==> config.mk <==
export PLATFORM = sky130hd
export DESIGN_NAME = r200_fetchq
export DESIGN_NICKNAME = d
export VERILOG_FILES = /design/src/rtl/r200_fetchq.sv
export SDC_FILE = /design/constraint.sdc
export NUM_CORES = 1
export LEC_CHECK = 0
export BUFFER_PORTS_ARGS = -buffer_cell sky130_fd_sc_hd__buf_2
export CORE_ASPECT_RATIO = 1.5
export CORE_MARGIN = 3
export CORE_UTILIZATION = 31
export DETAILED_ROUTE_END_ITERATION = 8
export PLACE_DENSITY = 0.5
export SYNTH_ARGS = -nofsm -noshare
export SYNTH_HDL_FRONTEND = slang
export SYNTH_SLANG_ARGS = --single-unit
==> constraint.sdc <==
create_clock -name clk -period 7 [get_ports clk]
set_input_delay 1.4 -clock clk [delete_from_list [all_inputs] [get_ports clk]]
set_output_delay 1.4 -clock clk [all_outputs]
set_load 0.05 [all_outputs]
==> src/rtl/r200_fetchq.sv <==
// ---------------------------------------------------------------------------
// r200_fetchq -- instruction prefetch queue for the r200 pipeline.
//
// Sits between the instruction memory and the IF/ID register. Issues
// sequential word fetches, buffers returned instructions together with their
// PC in a DEPTH-entry FIFO and hands one instruction per cycle to IF/ID under
// a valid/ready handshake. A redirect (taken branch/jump) flushes the FIFO,
// marks every in-flight request as stale and restarts fetching at the target.
//
// Parameters:
//   DEPTH     FIFO entries and maximum outstanding requests (power of 2, 2..16)
//   RESET_PC  first fetch address after reset
//
// Ports:
//   clk          clock, all state updates on the rising edge
//   rst_n        synchronous active-low reset
//   redirect     flush and restart fetch at redirect_pc
//   redirect_pc  new fetch address, bits [1:0] ignored
//   imem_req     fetch request valid
//   imem_addr    fetch word address (bits [1:0] always 0)
//   imem_gnt     memory accepts the request this cycle
//   imem_rvalid  response valid (in request order, latency >= 1)
//   imem_rdata   instruction word of the response
//   out_valid    out_instrn/out_pc/out_pcp4 hold a valid instruction
//   out_ready    IF/ID consumes the head entry (low = stall)
//   out_instrn   instruction
//   out_pc       address of out_instrn
//   out_pcp4     out_pc + 4 (wrapping)
//
// Build option:
//   R200_FETCHQ_BYPASS_EN  when defined, a response arriving while the queue
//   is empty (and nothing is being discarded) drives out_* in the same cycle
//   and is consumed directly if out_ready is high. When undefined, out_* come
//   only from registered FIFO state.
// ---------------------------------------------------------------------------
module r200_fetchq #(
  parameter int          DEPTH    = 4,
  parameter logic [31:0] RESET_PC = 32'h0000_0000
) (
  input  logic        clk,
  input  logic        rst_n,
  input  logic        redirect,
  input  logic [31:0] redirect_pc,
  output logic        imem_req,
  output logic [31:0] imem_addr,
  input  logic        imem_gnt,
  input  logic        imem_rvalid,
  input  logic [31:0] imem_rdata,
  output logic        out_valid,
  input  logic        out_ready,
  output logic [31:0] out_instrn,
  output logic [31:0] out_pc,
  output logic [31:0] out_pcp4
);

  localparam int          AW         = $clog2(DEPTH);
  localparam int          CW         = AW + 1;
  localparam logic [CW:0] DEPTH_C    = (CW + 1)'(DEPTH);
  localparam logic [31:0] RESET_WORD = {RESET_PC[31:2], 2'b00};

  // Control state
  logic [31:0]   fetch_pc;
  logic [AW-1:0] wr_ptr;
  logic [AW-1:0] rd_ptr;
  logic [AW-1:0] pq_wr;
  logic [AW-1:0] pq_rd;
  logic [CW-1:0] count;
  logic [CW-1:0] outstanding;
  logic [CW-1:0] discard;

  // Data storage (never reset; validity is tracked by the counters)
  logic [31:0] fifo_instrn [DEPTH];
  logic [31:0] fifo_pc     [DEPTH];
  logic [31:0] pcq         [DEPTH];

  logic [CW:0]   in_use;
  logic          accept;
  logic          resp_ok;
  logic          resp_live;
  logic          head_valid;
  logic          pop;
  logic          fifo_pop;
  logic          push;
  logic [31:0]   head_instrn;
  logic [31:0]   head_pc;
  logic [CW-1:0] outstanding_nx;
  logic [CW-1:0] discard_nx;
  logic [CW-1:0] count_nx;

  logic unused_redir_lsb;
  assign unused_redir_lsb = ^redirect_pc[1:0];

  // Request issue: credits cover both buffered entries and in-flight
  // requests, so every response is guaranteed a free FIFO slot.
  always_comb begin
    in_use    = {1'b0, count} + {1'b0, outstanding};
    imem_req  = rst_n && !redirect && (in_use < DEPTH_C);
    imem_addr = fetch_pc;
    accept    = imem_req && imem_gnt;
  end

  // A response with nothing outstanding is a protocol error and is ignored.
  // Responses that arrive while discard is non-zero belong to a fetch stream
  // that a redirect has already abandoned.
  always_comb begin
    resp_ok     = imem_rvalid && (outstanding != '0);
    resp_live   = resp_ok && (discard == '0);
    head_valid  = (count != '0);
    head_instrn = head_valid ? fifo_instrn[rd_ptr] : 32'h0;
    head_pc     = head_valid ? fifo_pc[rd_ptr]     : 32'h0;
  end

`ifdef R200_FETCHQ_BYPASS_EN
  logic byp;

  always_comb begin
    byp       = !head_valid && resp_live && !redirect;
    out_valid = head_valid || byp;
    if (byp) begin
      out_instrn = imem_rdata;
      out_pc     = pcq[pq_rd];
    end else begin
      out_instrn = head_instrn;
      out_pc     = head_pc;
    end
    // A bypassed response taken by IF/ID this cycle never enters the FIFO.
    push = resp_live && !redirect && !(byp && out_ready);
  end
`else
  always_comb begin
    out_valid  = head_valid;
    out_instrn = head_instrn;
    out_pc     = head_pc;
    push       = resp_live && !redirect;
  end
`endif

  assign out_pcp4 = out_pc + 32'd4;

  // Pops in a redirect cycle are ignored: the whole queue is being flushed.
  always_comb begin
    pop      = out_valid && out_ready && !redirect;
    fifo_pop = pop && head_valid;
  end

  // Counter updates. In a redirect cycle no request is issued, so the
  // post-cycle outstanding count equals the number of responses still due,
  // and all of those are stale.
  always_comb begin
    outstanding_nx = outstanding + CW'(accept) - CW'(resp_ok);
    if (redirect) begin
      discard_nx = outstanding_nx;
      count_nx   = '0;
    end else begin
      discard_nx = discard - CW'(resp_ok && (discard != '0));
      count_nx   = count + CW'(push) - CW'(fifo_pop);
    end
  end

  // Control registers
  always_ff @(posedge clk) begin
    if (!rst_n) begin
      fetch_pc    <= RESET_WORD;
      wr_ptr      <= '0;
      rd_ptr      <= '0;
      pq_wr       <= '0;
      pq_rd       <= '0;
      count       <= '0;
      outstanding <= '0;
      discard     <= '0;
    end else begin
      if (redirect) begin
        fetch_pc <= {redirect_pc[31:2], 2'b00};
      end else if (accept) begin
        fetch_pc <= fetch_pc + 32'd4;
      end

      if (redirect) begin
        wr_ptr <= '0;
        rd_ptr <= '0;
      end else begin
        wr_ptr <= wr_ptr + AW'(push);
        rd_ptr <= rd_ptr + AW'(fifo_pop);
      end

      // The request-PC queue keeps running across redirects so that stale
      // responses still retire their own PC slots in order.
      pq_wr       <= pq_wr + AW'(accept);
      pq_rd       <= pq_rd + AW'(resp_ok);
      count       <= count_nx;
      outstanding <= outstanding_nx;
      discard     <= discard_nx;
    end
  end

  // Data registers
  always_ff @(posedge clk) begin
    if (accept) begin
      pcq[pq_wr] <= fetch_pc;
    end
    if (push) begin
      fifo_instrn[wr_ptr] <= imem_rdata;
      fifo_pc[wr_ptr]     <= pcq[pq_rd];
    end
  end

endmodule

Word level (Yosys, flattened, before mapping)
Memory sizes are Yosys's and may differ from the RTL's. A register that Yosys moved wholly into a read port is not among the register bits.
Index checks and enable logic that the tools add are counted.
{"block": "word_totals", "in_bits": 70, "out_inout_bits": 130, "elab_cells": 55, "memories": 3, "mem_bits_rw": 384, "reg_bits": 49}
{"name": "fifo_instrn", "depth": 4, "width": 32, "rd": 1, "rd_clocked_by_memory_dff": 1, "write_ports": 1, "line": "72", "text": "logic [31:0] fifo_instrn [DEPTH];"}
{"name": "fifo_pc", "depth": 4, "width": 32, "rd": 1, "rd_clocked_by_memory_dff": 1, "write_ports": 1, "line": "73", "text": "logic [31:0] fifo_pc [DEPTH];"}
{"name": "pcq", "depth": 4, "width": 32, "rd": 1, "rd_clocked_by_memory_dff": 1, "write_ports": 1, "line": "74", "text": "logic [31:0] pcq [DEPTH];"}
{"block": "op_classes", "n_reduce_logical": 17, "magnitude_cmp": 1, "add_sub_neg": 12, "bitwise_logic": 1, "muxes": 12}
{"cell": "$mux 32", "n": 4}
{"cell": "$add 32x3->32 const B", "n": 2}
{"cell": "$logic_and 1x1->1", "n": 10}
{"cell": "$reduce_bool 3->1", "n": 3}
{"cell": "$sub 3x1->3", "n": 3}
{"cell": "$add 2x1->2", "n": 4}
{"cell": "$add 3x1->3", "n": 2}
{"cell": "$mux 2", "n": 3}
{"cell": "$add 3x3->4", "n": 1}
{"cell": "$lt 4x3->1 const B", "n": 1}
{"cell": "$mux 1", "n": 4}
{"cell": "$logic_not 3->1", "n": 1}
{"cell": "$mux 3", "n": 1}
{"cell": "$reduce_bool 2->1", "n": 1}
{"cell": "$reduce_or 2->1", "n": 1}
{"cell": "$logic_not 1->1", "n": 1}
{"cell": "$not 1->1", "n": 1}

Depth between registers and ports, before layout
Gate-level depths: netlist of run 1.
{"block": "depth", "word_depth": 7, "depth_mapped": 12, "mapped_depth_nobuf": 11}

Worst setup path before layout of run 1
OpenSTA, ideal clock, no wires.
{"block": "synth_timing", "path_kind": "input-to-reg", "startpoint": "input redirect", "endpoint": "memory fifo_instrn[1][0], enable pin", "stages": 3, "required_time_ns": 6.429, "setup_slack_ns": -0.128, "setup_ns": 0.571, "path_buffers": 1, "t_arrival_ns": 6.556, "cell_sequence": "clkbuf_1 or3_1 nor3b_1"}
{"block": "synth_via", "elab_chain_cells": 4}
{"element": "start: declaration", "line": "42", "text": "input logic redirect,"}
{"element": "$logic_not 1->1", "line": "134", "text": "push = resp_live && !redirect;"}
{"element": "$logic_and 1x1->1", "line": "134"}
{"element": "$mux 1", "line": "201", "text": "if (push) begin"}
{"element": "$mux 1 (not written as such)", "line": "202", "text": "fifo_instrn[wr_ptr] <= imem_rdata;"}
{"element": "end: declaration", "line": "72"}
Every way passes these cells.

==> summary.txt, run 1 <==
Outcome
  – Status: finished clean

Route
  – Initial DRC Count: 330
  – Final ANT Viol Nets: 0
  – Residual DRC: 0
  – Post-DR vias/cell: 4.86
  – Wire per inst: 20.6 µm
  – Via count: around 9400
  – Routed WL: approximately 40000 µm
  – TritonRoute pass-1 iters: 4

Synthesis
  – Post-synth ARST share: 0%
  – Seq cells post-synth: between 400 and 500
  – Post-Syn Area: ~0.017 mm²
  – Leading area contributor after synthesis: edfxtp_1
  – Main area contributors after synthesis: edfxtp_1 (64%), mux4_2 (11%), dfxtp_1 (5.5%), and2_1 (2.5%), xnor2_1 (1.6%)
  – Ys Warns: 0
  – Syn_area_per_cell: roughly 17 µm²
  – Register area share after synthesis: between 60% and 70%
  – Post-synth EDFFs: 368
  – Yosys cell types: 62
  – Syn Inst Count: 1005
  – Synth Flop Type: edfxtp_1
  – Synth top area share: 64.2%
  – Most frequent cell after synthesis: edfxtp_1
  – Top post-synthesis cells by count: edfxtp_1 (368), mux4_2 (81), and2_1 (68), nor2_1 (48), dfxtp_1 (47)

STA
  – TNS Setup: 0 ps
  – Final Setup Violations: 0
  – Max Freq: 185 MHz
  – RSZ-0062 raised after global routing: false
  – Tcrit/Tclk final: 77.0%
  – Final Skew: 23.7 ps
  – Slew Limit Fails: 0
  – Endpoints failing hold: 0
  – Measured slew at the worst slew-check pin: around 1100 ps
  – Final min period: 5390 ps
  – Max_slew headroom: 28.9%

Layout
  – Ant diodes: 0
  – # fillers: 5147
  – Fin nets: 1298
  – Syn-to-layout area delta: 18.0%
  – Area taken by flip-flops and latches: 0.0120 mm²
  – Core Util, Final: 37.1%
  – Area of the multi-input gates: ~0.0049 mm²
  – Post-layout instance area: 0.0203 mm²
  – Share of cells above drive strength 1: 31.1%
  – Final Non-Filler Cells: 1939

Global routing
  – Largest net degree at the start of global routing: 55
  – Initial antenna violation count: 0
  – GRT Residual Overflow: 0
  – GRT Total Usage: 13.6%
  – First-pass GRT wire length: approximately 60000 µm
  – Vias in the first global route: around 10000

Critical path
  – WS Path Type: reg -> out
  – CP max FO: 54
  – Critical Path AT: 3990 ps
  – Crit path capture type: output pin
  – CP Launch Type: flop
  – R2R Path Start: count[1]
  – R2r setup slk: 3710 ps
  – Cell count of the worst reg-to-reg path: 6
  – Required time worst endpoint: 5600 ps
  – FF-to-FF End: pcq[3][12]

Power
  – Sw Ratio: 25.1%
  – Leak: 0.00699 µW
  – Logic gate share of total power: 13.5%
  – Register share of total power: 49.0%
  – Clock network power share: 37.5%
  – VDD IR max: 148 µV
  – P_int: 4500 µW
  – PwrDens: just under 300 mW/mm²
  – Sw power: 1510 µW

Min path
  – Worst Hold Path Cells: 0
  – Hold_sp: imem_addr[31]
  – Type of the most critical hold path: reg -> reg
  – Hold EP: pcq[3][31]

Clock network
  – Root buf cell: clkbuf_16
  – Clk_lat worst skew: 540 ps
  – Number of H-tree levels: 2
  – CTS resizes: 0
  – CTS tree: yes
  – CTS buffer count: 42
  – Clk buf depth: 3
  – Clk slew on worst S/H paths: 60 ps
  – Clk sinks: 415
  – Hold Buf Count CTS: 0
  – Post-CTS Setup Repair Bufs: 0

Floorplan
  – Initial Util: 31.4%
  – Core ar.: between 0.05 and 0.06 mm²
  – Die area: around 0.058 mm²
  – Die Height: between 200 and 300 µm
  – # IOs: 200
  – Die width: 198 µm
  – # rows: roughly 110

Placement
  – Dpl cell area: around 0.019 mm²
  – Number of buffers added on ports: 191
  – Routability Congestion: 0.779
  – Placed cells: 1863
  – Final HPWL DP: 25800 µm

Flow run
  – Maximum capacitance violations: 0
[cells by family after synthesis]
| kind of cell | Yosys count | synth area share [%] |
|---|---|---|
| flip-flops | 415 | 69.7 |
| AND/OR/NAND/NOR | 258 | 8.56 |
| AO/OA/AOI/OAI | 102 | 3.64 |
| multiplexers | 97 | 12.4 |
| buffers and inverters | 74 | 2.32 |
| XOR/XNOR | 42 | 2.14 |
| adder cells (fa/ha/maj) | 16 | 1.25 |
| other | 1 | 0.0218 |
[how the worst max path moves through the flow]
stage	from	to	slack, ps	cells past startpoint
2_1_floorplan	redirect	fifo_instrn[0][0]	230	3
3_3_place_gp	rd_ptr[1]	out_pcp4[31]	2130	8
3_5_place_dp	rd_ptr[1]	out_pcp4[31]	2110	8
4_1_cts	rd_ptr[1]	out_pcp4[31]	1500	8
5_1_grt	rd_ptr[1]	out_pcp4[31]	1290	8
6_report	rd_ptr[1]	out_pcp4[31]	1610	8
[cell usage in the layout, fill, tap and decap left out, types with 3 or more instances in the layout]
cell type	Yosys	final
a211oi_1	5	5
a21oi_1	34	34
a221oi_1	3	3
a22oi_1	3	3
a311oi_1	3	3
a31oi_1	10	10
a32oi_1	6	6
and2_1	68	68
and3_1	7	5
buf_2	7	191
buf_4	11	19
bufinv_16	0	6
clkbuf_1	20	10
clkbuf_16	0	43
clkinv_1	0	9
clkinv_2	0	6
conb_1	1	6
dfxtp_1	47	43
edfxtp_1	368	368
ha_1	14	14
inv_1	21	20
mux2i_1	6	6
mux4_1	9	9
mux4_2	81	81
nand2_1	43	43
nand3_1	25	25
nand4_1	14	14
nor2_1	48	46
nor3_1	12	10
nor3_2	6	8
nor4_2	3	3
o211ai_1	4	4
o21ai_0	26	26
or2_2	3	3
or3_1	6	6
xnor2_1	31	31
xor2_1	11	11
[power groups by stage]
stage | registers, µW | clock network [µW] | logic, µW
finish | 2950 | 2260 | 810
detailed placement | 3010 | 0 | 832
floorplan | 3010 | 0 | 576
global route | 2960 | 2430 | 888
global placement | 3000 | 0 | 820
CTS | 2950 | 2330 | 834
[worst max-delay path: stages (launching register included)]
cell and delay, ps:
dfxtp_4 880, buf_4 490, mux4_1 290, nand4_2 160, or3_1 590, nor4_4 380, nand4_1 170, xnor2_1 160
buf_2 280
[state kept, by name (all words and copies together) (netlist names)]
signal,flops
count,3
discard,3
fifo_instrn,128
fifo_pc,120
imem_addr,30
outstanding,3
pcq,120
pq_rd,2
pq_wr,2
rd_ptr,2
wr_ptr,2
[per-stage QoR]
stage	worst slack [ps]	hold slack, ps	total power, µW
detailed placement	2110	541	3840
global route	1290	595	6280
CTS	1500	557	6120
global placement	2130	542	3820
finish	1610	564	6020
floorplan	230	529	3580
[cell type report]
| class | instances | share of cell area, % |
|---|---|---|
| clock inverters | 23 | 1.29 |
| flip-flops and latches | 415 | 59.1 |
| inverters | 22 | 0.407 |
| clock buffers | 53 | 5.48 |
| repair buffers | 210 | 5.41 |
| multi-input cells | 521 | 24.0 |
| well taps | 695 | 4.28 |
[metal layers]
metal	global-route usage, %	routed length (µm)
met1	16.9	16700
met2	24.5	20500
met3	2.28	1950
met4	3.83	872
met5	0	0
No activity file was read; power rests on OpenSTA's default activity.
==> run 2: changes to the inputs <==
==> constraint.sdc (replaced) <==
create_clock -name clk -period 4.95 [get_ports clk]
set_input_delay 0.99 -clock clk [delete_from_list [all_inputs] [get_ports clk]]
set_output_delay 0.99 -clock clk [all_outputs]
set_load 0.05 [all_outputs]
==> summary.txt, run 2 (synthesis gave the netlist of run 1 again) <==
Clock network
  – Post-CTS Setup Repair Bufs: 0
  – Number of H-tree levels: 2
  – Root buf cell: clkbuf_16
  – Clk_lat worst skew: 550 ps
  – Clk sinks: around 420
  – CTS resizes: 0
  – Hold Buf Count CTS: 0
  – CTS tree: yes
  – CTS buffer count: 42
  – Clk buf depth: 3
  – Clk slew on worst S/H paths: 60 ps

Placement
  – Number of buffers added on ports: ~190
  – Final HPWL DP: 26000 µm
  – Routability Congestion: 0.746

STA
  – Max Freq: 220 MHz
  – Slew Limit Fails: 0
  – Tcrit/Tclk final: 91.8%
  – RSZ-0062 raised after global routing: false
  – TNS Setup: 0 ps
  – Max_slew headroom: around 31%
  – Endpoints failing hold: 0
  – Measured slew at the worst slew-check pin: 1030 ps
  – Final hold slack: between 500 and 600 ps
  – Final Skew: ~17 ps
  – Final Setup Violations: 0
  – Final min period: 4550 ps

Critical path
  – R2r setup slk: 2000 ps
  – Slowest stage delay, CP: 690 ps
  – Critical-path top delay cell: dfxtp_4
  – Cell-by-cell trace of the critical path: mux4_1, and2_1, ha_1, nand3_4, nor3_2, nand4_1, xnor2_1, buf_2
  – Crit path capture type: output pin
  – Delay-heaviest family, CP: simple AND/OR/NAND/NOR gates
  – WS Path Type: reg -> out
  – CP max FO: 28
  – CP Launch Type: flop
  – Critical Path AT: 3560 ps
  – Required time worst endpoint: approximately 4000 ps
  – Bufs and invs on worst path: 1

Layout
  – Fin nets: approximately 1300
  – Top reg by flops: fifo_instrn
  – Largest register FFs: about 130
  – Ant diodes: 0
  – Leading cell type in the layout, fill and taps excluded: edfxtp_1
  – Syn-to-layout area delta: 18.8%
  – Most frequent cells in the layout: edfxtp_1 (368), buf_2 (191), mux4_2 (81)
  – Share of cells above drive strength 1: 31.7%
  – Biggest regs: fifo_instrn x128, fifo_pc x120, pcq x120

Global routing
  – GRT Residual Overflow: 0
  – First-pass GRT wire length: ~62000 µm
  – GRT Total Usage: 13.8%
  – Largest net degree at the start of global routing: 63
  – Vias in the first global route: between 10000 and 15000
  – Initial antenna violation count: 1

Route
  – Final ANT Viol Nets: 0
  – TritonRoute pass-1 iters: 4
  – Initial DRC Count: approximately 430
  – Residual DRC: 0
  – Post-DR vias/cell: 4.87
  – Wire per inst: roughly 21 µm
  – Routed WL: 40100 µm
  – Via count: ~9500

Min path
  – Type of the most critical hold path: reg -> reg

Floorplan
  – Die width: 198 µm
  – Die area: approximately 0.06 mm²
  – Initial Util: 31.4%
  – # IOs: 200
  – Core ar.: ~0.055 mm²
  – # rows: 105
  – Die Height: 295 µm

Flow run
  – Maximum capacitance violations: 0

Power
  – PwrDens: 421 mW/mm²
  – Leak: 0.00705 µW
  – VDD IR max: approximately 250 µV

Outcome
  – Status: finished clean
==> run 2: changes by cell type in the layout (fill, tap and decap cells not counted), sizes merged <==
cell,change
inv,-1
clkbuf,+3
clkinv,-3
clkinvlp,+1
buf,+4
==> run 2: worst reg2reg max path: stages (launching register included) <==
cell and delay, ps:
dfxtp_1 350, ha_1 290, a311oi_1 110, nand3_1 170, buf_4 370, inv_1 80
buf_4 220, nor2_1 800, o21ai_0 230, a31oi_1 230
==> run 2: power breakdown <==
group,total (µW),switching [µW],internal (µW)
Combinational,1160,744,413
Sequential,4170,116,4060
Clock,3290,1300,1990
==> run 2: metrics by stage <==
step	setup WS, ps	area [µm²]	cells	total power [µW]	utilization, %
after CTS	279	20500	1943	8760	37.3
after global placement	872	19000	1867	5410	34.7
after floorplan	138	17200	1010	5060	-
final	404	20500	1943	8620	37.3
after detailed placement	877	19000	1867	5440	34.7
after global routing	101	20500	1943	9000	37.3
==> run 2: final timing paths <==
kind | cells after the start | startpoint | to
max reg2reg | 9 | count[1] | imem_addr[28]
min | 0 | imem_addr[31] | pcq[1][31]
max | 8 | rd_ptr[0] | out_pcp4[26]
min reg2reg | 0 | imem_addr[31] | pcq[1][31]
==> run 2: area by class of cell <==
cell class              count  area [µm²]
clock inverters            20         256
clock buffers              56        1180
inverters                  22        82.6
repair buffers            214        1180
well taps                 695         870
fillers                  5187       34300
multi-input cells         521        4880
flip-flops and latches    415       12000
==> run 2: metal layers <==
layer	GRT usage (%)	vias to the layer above	share of wire (%)
li1	-	4370	-
met1	17.0	4797	41
met2	24.7	247	52
met3	2.70	47	5.2
met4	3.39	2	1.8
met5	0	-	0.032
